--- src/rtl/mul_pkg.sv ---
// mul_pkg: shared types and helpers for the RV32M multiply issue/retire stage.
//   mul_op_t    - request opcode (funct3[1:0]: MUL, MULH, MULHSU, MULHU)
//   mul_state_t - issue/retire FSM states
//   MUL_XLEN    - operand width the package helpers are built for
//   MUL_LAT     - accept-to-rsp_valid latency of an uncached operation
//   extend()    - sign/zero-extends one operand to MUL_XLEN+1 bits for the core
package mul_pkg;

  localparam int unsigned MUL_XLEN = 32;
  localparam int unsigned MUL_LAT  = MUL_XLEN + 4;

  typedef enum logic [1:0] {
    OpMul    = 2'd0,
    OpMulh   = 2'd1,
    OpMulhsu = 2'd2,
    OpMulhu  = 2'd3
  } mul_op_t;

  typedef enum logic [2:0] {
    StIdle,
    StStart,
    StWait,
    StDrain,
    StDone
  } mul_state_t;

  // rs1 is signed for MULH/MULHSU, rs2 only for MULH.
  function automatic logic [MUL_XLEN:0] extend(input mul_op_t             op,
                                               input logic [MUL_XLEN-1:0] v,
                                               input logic                is_rs1);
    logic sgn;
    sgn = is_rs1 ? ((op == OpMulh) || (op == OpMulhsu)) : (op == OpMulh);
    return {sgn & v[MUL_XLEN-1], v};
  endfunction

endpackage

--- src/rtl/multiply_signed.sv ---
// multiply_signed: iterative radix-2 two's-complement multiplier.
//   clk, rst - clock, synchronous active-high reset (aborts any operation)
//   stb      - start pulse; a/b sampled when idle
//   a, b     - signed operands (A_W, B_W bits)
//   ack      - one-cycle pulse when o holds the product
//   o        - signed product, A_W+B_W bits
// ack arrives B_W+1 cycles after the stb cycle.
module multiply_signed #(
  parameter int unsigned A_W = 33,
  parameter int unsigned B_W = 33
) (
  input  logic               clk,
  input  logic               rst,
  input  logic               stb,
  input  logic [A_W-1:0]     a,
  input  logic [B_W-1:0]     b,
  output logic               ack,
  output logic [A_W+B_W-1:0] o
);

  localparam int unsigned P_W   = A_W + B_W;
  localparam int unsigned CNT_W = $clog2(B_W + 1);

  logic [P_W-1:0]   r_mcand;
  logic [P_W-1:0]   r_prod;
  logic [B_W-1:0]   r_mplier;
  logic [CNT_W-1:0] r_cnt;
  logic             r_busy;
  logic             r_ack;
  logic             w_last;
  logic [P_W-1:0]   w_addend;

  assign w_last = (r_cnt == CNT_W'(1));

  // The multiplier MSB carries weight -2^(B_W-1), so its partial product is subtracted.
  always_comb begin
    w_addend = '0;
    if (r_mplier[0]) begin
      w_addend = w_last ? (~r_mcand + P_W'(1)) : r_mcand;
    end
  end

  always_ff @(posedge clk) begin
    if (rst) begin
      r_busy   <= 1'b0;
      r_ack    <= 1'b0;
      r_cnt    <= '0;
      r_prod   <= '0;
      r_mcand  <= '0;
      r_mplier <= '0;
    end else begin
      r_ack <= 1'b0;
      if (r_busy) begin
        r_prod   <= r_prod + w_addend;
        r_mcand  <= r_mcand << 1;
        r_mplier <= r_mplier >> 1;
        r_cnt    <= r_cnt - CNT_W'(1);
        if (w_last) begin
          r_busy <= 1'b0;
          r_ack  <= 1'b1;
        end
      end else if (stb) begin
        r_prod   <= '0;
        r_mcand  <= {{B_W{a[A_W-1]}}, a};
        r_mplier <= b;
        r_cnt    <= CNT_W'(B_W);
        r_busy   <= 1'b1;
      end
    end
  end

  assign ack = r_ack;
  assign o   = r_prod;

endmodule

--- src/rtl/mul_unit.sv ---
// mul_unit: RV32M multiply issue/retire stage in front of multiply_signed.
//   clk, rst              - clock, synchronous active-high reset
//   req_valid/req_ready   - request handshake; req_op/req_rs1/req_rs2/req_tag payload
//   flush                 - abandon the in-flight operation
//   rsp_valid/rsp_ready   - response handshake; rsp_data/rsp_tag payload
//   busy                  - FSM not idle
// Build option MUL_FUSE_EN: caches the last completed product so a repeated
// operation retires one cycle after accept without starting the core.
module mul_unit
  import mul_pkg::*;
#(
  parameter int unsigned XLEN  = MUL_XLEN,
  parameter int unsigned TAG_W = 5
) (
  input  logic             clk,
  input  logic             rst,
  input  logic             req_valid,
  output logic             req_ready,
  input  mul_op_t          req_op,
  input  logic [XLEN-1:0]  req_rs1,
  input  logic [XLEN-1:0]  req_rs2,
  input  logic [TAG_W-1:0] req_tag,
  input  logic             flush,
  output logic             rsp_valid,
  input  logic             rsp_ready,
  output logic [XLEN-1:0]  rsp_data,
  output logic [TAG_W-1:0] rsp_tag,
  output logic             busy
);

  localparam int unsigned EXT_W = XLEN + 1;
  localparam int unsigned P_W   = 2 * EXT_W;

  mul_state_t       r_state;
  mul_op_t          r_op;
  logic [EXT_W-1:0] r_a;
  logic [EXT_W-1:0] r_b;
  logic [TAG_W-1:0] r_tag;
  logic [XLEN-1:0]  r_rsp_data;
  logic             r_rsp_valid;

  logic [EXT_W-1:0] w_ext_a;
  logic [EXT_W-1:0] w_ext_b;
  logic             w_stb;
  logic             w_ack;
  logic [P_W-1:0]   w_prod;
  logic             w_hit;
  logic [XLEN-1:0]  w_hit_data;
  logic             w_unused_prod_hi;

  function automatic logic [XLEN-1:0] sel_half(input mul_op_t op, input logic [2*XLEN-1:0] p);
    return (op == OpMul) ? p[XLEN-1:0] : p[2*XLEN-1:XLEN];
  endfunction

  assign w_ext_a = extend(req_op, req_rs1, 1'b1);
  assign w_ext_b = extend(req_op, req_rs2, 1'b0);
  assign w_stb   = (r_state == StStart);

  // Bits above 2*XLEN only hold sign extension of the selected halves.
  assign w_unused_prod_hi = ^w_prod[P_W-1:2*XLEN];

  multiply_signed #(
    .A_W (EXT_W),
    .B_W (EXT_W)
  ) u_core (
    .clk (clk),
    .rst (rst),
    .stb (w_stb),
    .a   (r_a),
    .b   (r_b),
    .ack (w_ack),
    .o   (w_prod)
  );

`ifdef MUL_FUSE_EN
  logic              r_c_valid;
  logic [EXT_W-1:0]  r_c_a;
  logic [EXT_W-1:0]  r_c_b;
  logic [XLEN-1:0]   r_c_rs1;
  logic [XLEN-1:0]   r_c_rs2;
  logic [2*XLEN-1:0] r_c_prod;
  logic [XLEN-1:0]   r_rs1;
  logic [XLEN-1:0]   r_rs2;

  // MUL's low half does not depend on extension, so raw operands suffice for it.
  assign w_hit = r_c_valid &&
                 (((w_ext_a == r_c_a) && (w_ext_b == r_c_b)) ||
                  ((req_op == OpMul) && (req_rs1 == r_c_rs1) && (req_rs2 == r_c_rs2)));
  assign w_hit_data = sel_half(req_op, r_c_prod);

  always_ff @(posedge clk) begin
    if (rst) begin
      r_c_valid <= 1'b0;
    end else begin
      if ((r_state == StIdle) && req_valid) begin
        r_rs1 <= req_rs1;
        r_rs2 <= req_rs2;
      end
      // Product is exact even if the response is flushed this cycle.
      if ((r_state == StWait) && w_ack) begin
        r_c_valid <= 1'b1;
        r_c_a     <= r_a;
        r_c_b     <= r_b;
        r_c_rs1   <= r_rs1;
        r_c_rs2   <= r_rs2;
        r_c_prod  <= w_prod[2*XLEN-1:0];
      end
    end
  end
`else
  assign w_hit      = 1'b0;
  assign w_hit_data = '0;
`endif

  always_ff @(posedge clk) begin
    if (rst) begin
      r_state     <= StIdle;
      r_op        <= OpMul;
      r_a         <= '0;
      r_b         <= '0;
      r_tag       <= '0;
      r_rsp_data  <= '0;
      r_rsp_valid <= 1'b0;
    end else begin
      unique case (r_state)
        StIdle: begin
          if (req_valid) begin
            r_op  <= req_op;
            r_a   <= w_ext_a;
            r_b   <= w_ext_b;
            r_tag <= req_tag;
            if (w_hit) begin
              r_rsp_data  <= w_hit_data;
              r_rsp_valid <= 1'b1;
              r_state     <= StDone;
            end else begin
              r_state <= StStart;
            end
          end
        end
        // stb is still issued on flush so the drain can count on an ack.
        StStart: r_state <= flush ? StDrain : StWait;
        StWait: begin
          if (w_ack) begin
            if (flush) begin
              r_state <= StIdle;
            end else begin
              r_rsp_data  <= sel_half(r_op, w_prod[2*XLEN-1:0]);
              r_rsp_valid <= 1'b1;
              r_state     <= StDone;
            end
          end else if (flush) begin
            r_state <= StDrain;
          end
        end
        StDrain: begin
          if (w_ack) r_state <= StIdle;
        end
        StDone: begin
          if (flush || rsp_ready) begin
            r_rsp_valid <= 1'b0;
            r_state     <= StIdle;
          end
        end
        default: r_state <= StIdle;
      endcase
    end
  end

  assign req_ready = (r_state == StIdle);
  assign busy      = (r_state != StIdle);
  assign rsp_valid = r_rsp_valid;
  assign rsp_data  = r_rsp_data;
  assign rsp_tag   = r_tag;

endmodule

--- config.mk ---
export PLATFORM = sky130hd
export DESIGN_NAME = mul_unit
export DESIGN_NICKNAME = d
export VERILOG_FILES = /design/src/rtl/mul_pkg.sv /design/src/rtl/multiply_signed.sv /design/src/rtl/mul_unit.sv
export SDC_FILE = /design/constraint.sdc
export NUM_CORES = 1
export LEC_CHECK = 0
export ABC_AREA = 1
export ABC_CLOCK_PERIOD_IN_PS = 7800
export CAP_MARGIN = 10
export CORE_MARGIN = 3
export CORE_UTILIZATION = 65
export DETAILED_ROUTE_END_ITERATION = 6
export HOLD_SLACK_MARGIN = 0.02
export PLACE_DENSITY = 0.87
export SKIP_LAST_GASP = 1
export SYNTH_ARGS = -nofsm -noshare
export SYNTH_HDL_FRONTEND = slang
export SYNTH_SLANG_ARGS = --single-unit
export TNS_END_PERCENT = 5
--- constraint.sdc ---
create_clock -name clk -period 7.8 [get_ports clk]
set_clock_uncertainty 0.2 [all_clocks]
set_input_delay 0.78 -clock clk [delete_from_list [all_inputs] [get_ports clk]]
set_output_delay 0.78 -clock clk [all_outputs]
set_load 0.02 [all_outputs]
==> results.cfg <==
[worst_setup_path]
crit_chain = ha_1, nand2_1, nor3_4, buf_4, inv_2, nor2_1, nor2_4, nand2_1, o21ai_0, a21oi_1, ha_1, a21o_1, inv_1, o21ai_0, a21oi_1, o21ai_0, a21oi_1, nand3b_1, nand3_1, nand2_1
r2r-start = u_core.r_cnt[0]$_SDFFE_PP0P_
worstPathMaxFanout = 54
critPathMaxStageDelay_ns = 0.53
r2r_slack_ns = 3.06
cp_data_required_time_ns = 8.08
worstPathArrival_ns = 5.02
crit_type = flop to flop
cpMaxStageDelayCell = buf_4
startpoint = u_core.r_cnt[0]$_SDFFE_PP0P_
critPathLaunchType = flop
crit_end = u_core.o[53]$_SDFFE_PP0P_
rr_worst_depth = 20
rr_endpoint = u_core.o[53]$_SDFFE_PP0P_
critPathCaptureType = flop

[sta]
setup-tns-final_ns = 0
worstMarginPinSlew_ns = 1.00
finalCriticalPeriod_ns = 4.74
max_freq_ghz = 0.211
slew_headroom_pct = 33.2
rsz0062_at_grt = no
final.period_utilization_pct = 60.8
finalWorstSetupSlack_ns = 3.06
setup_violations = 0
timing_max_transition_violations_final = 0
finalHoldViolations = 0

[floorplan]
core_area_um2 = 26200
fp-row-count = 59
fp.dieW_um = 170
die_area_um2 = 28800
start_util_pct = 66.4
io_pins = 116
die_y_um = 170

[synthesis]
synth_nets = 2903
synth_flop_cell = dfxtp_1
synthArstFlopShare_pct = 0
syn_inst = 2759
ys_types = 55
seq_area_frac_synth_pct = 32.0
syn-cell-area_um2 = 17400
synth_area_per_cell_um2 = 6.31
synth_edf_count = 0
yosys_warnings = 0
synth-seq-cells = 278

[min_path]
hp-class = flop to flop
min_from = r_a[2]$_SDFFE_PP0P_

[placed_design]
gp_congestion = 1.05
io_buffer_count = 115
post-dp-hpwl_um = 43600
place_ws_ns = 3.26

[grt]
first_global_vias = 18800
antenna_found_initial = 1
grt_overflow_total = 0
grt_pass1_wl_um = 97900
grtUsageTotal_pct = 42.2
grt_max_degree = 107

[detailed_routing]
dr.pass1.iters = 7
wl_per_cell_um = 19.8
avgViaCountPerCell = 6.27
vias = 19900
drt_drc_violations_left = 0
postRouteAntennaNets = 0
drtIter0Drc = 2499
wirelength_um = 62700

[clock_tree]
cts_setup_buffers = 0
cts_tree = done
hold_buffers = 0
clk_latency_ns = 0.61
clock-sinks = 278
cts_buffers = 30
cts_root_buf = clkbuf_16
cts-resized-gates = 0
clk_pin_slew_ns = 0.06
clock_path_buffers = 3
cts_max_level = 1

[finish]
nets = 2958
ff_latch_area_um2 = 5570
syn_to_final_growth_pct = 13.0
multi_input_area_um2 = 10200
nFillCells = 1966
layout_common_cells = 779 x nand2_1, 296 x inv_1, 286 x nor2_1
post-route-util_pct = 75.1
diodes = 0
drive_gt1_share_pct = 5.04
final_common_cell = nand2_1

[power_and_ir_drop]
vdd_drop_max_mv = 0.273
power.density_nw_per_um2 = 257
p_leak_nw = 8.54

[flow_run]
timing.max_cap.violations = 0

[run_status]
status = completed
==> synth_stat cells, drive strengths merged, types with 7 or more instances <==
cell | n | share of area [%]
nor2 | 305 | 7.1
ha | 67 | 4.8
nand2 | 789 | 17
nor4 | 10 | 0.36
clkbuf | 68 | 1.5
buf | 40 | 1.3
nand3b | 15 | 0.65
o21a | 7 | 0.30
nand3 | 99 | 3.0
o21ai | 300 | 8.8
o221ai | 13 | 0.65
o21bai | 16 | 0.69
or2 | 14 | 0.50
a31oi | 63 | 2.3
o22ai | 28 | 1.0
nor3 | 35 | 1.2
xor2 | 9 | 0.45
a21oi | 242 | 7.1
nand4 | 12 | 0.43
inv | 310 | 6.7
dfxtp | 278 | 32
==> logic make-up after synthesis <==
| family | after synthesis | share of synthesized area [%] |
|---|---|---|
| fa+ha+maj | 68 | 4.93 |
| compound gates | 703 | 22.5 |
| simple gates | 1282 | 30.6 |
| flops | 278 | 32.0 |
| xor+xnor | 9 | 0.453 |
| buf+inv | 419 | 9.46 |
==> critical path, delay by kind of cell, from the launching register on <==
kind	cells	cell delay (ns)
AND/OR/NAND/NOR	8	0.93
buffers and inverters	3	0.99
adder cells (fa/ha/maj)	2	0.54
flip-flops	1	0.40
AO/OA/AOI/OAI	7	1.53
==> flip-flops by register name (all words and copies together) (netlist names) <==
register / flops
r_a: 33
r_b: 33
r_op: 2
r_state: 3
rsp_data: 32
rsp_tag: 5
rsp_valid: 1
u_core.ack: 1
u_core.o: 64
u_core.r_busy: 1
u_core.r_cnt: 6
u_core.r_mcand: 64
u_core.r_mplier: 33
==> layer usage <==
metal | vias up | GRT usage, % | share of wire (%)
met3 | 282 | 6.17 | 10
met1 | 9008 | 52.9 | 38
met2 | 1396 | 70.6 | 45
met4 | 2 | 21.9 | 6.8
li1 | 9191 | - | -
met5 | - | 0 | 0.018
==> worst min-delay path by stage <==
stage / slack [ns] / depth (start not counted) / endpoint
2_1_floorplan: 0.23 / 2 / u_core.r_mplier[13]$_SDFFE_PP0P_
6_report: 0.26 / 2 / r_a[2]$_SDFFE_PP0P_
4_1_cts: 0.26 / 2 / r_a[2]$_SDFFE_PP0P_
3_5_place_dp: 0.25 / 2 / r_a[28]$_SDFFE_PP0P_
5_1_grt: 0.27 / 2 / r_a[2]$_SDFFE_PP0P_
3_3_place_gp: 0.24 / 2 / r_a[24]$_SDFFE_PP0P_
==> layout make-up <==
cell class / instances / share of cell area, %
multi-input cells: 2062 / 52.0
flip-flops and latches: 278 / 28.3
repair buffers: 131 / 6.45
inverters: 311 / 5.94
clock buffers: 45 / 4.51
well taps: 335 / 2.13
clock inverters: 9 / 0.700
==> metrics by stage <==
| step | instances | cell area (µm²) | hold slack, ns | power (mW) |
|---|---|---|---|---|
| 3_5_place_dp | 3117 | 18600 | 0.246 | 3.47 |
| 6_report | 3171 | 19700 | 0.265 | 5.06 |
| 3_3_place_gp | 3117 | 18600 | 0.241 | 3.42 |
| 5_1_grt | 3171 | 19700 | 0.274 | 5.27 |
| 2_1_floorplan | 2759 | 17400 | 0.228 | 3.03 |
| 4_1_cts | 3171 | 19700 | 0.261 | 4.99 |
==> power by group <==
part	total [mW]	switching, mW	internal, mW	leakage, nW
logic	1.90	1.37	0.527	5.79
clock network	1.50	0.643	0.855	0.498
registers	1.66	0.106	1.56	2.25
No activity file was read; power rests on OpenSTA's default activity.
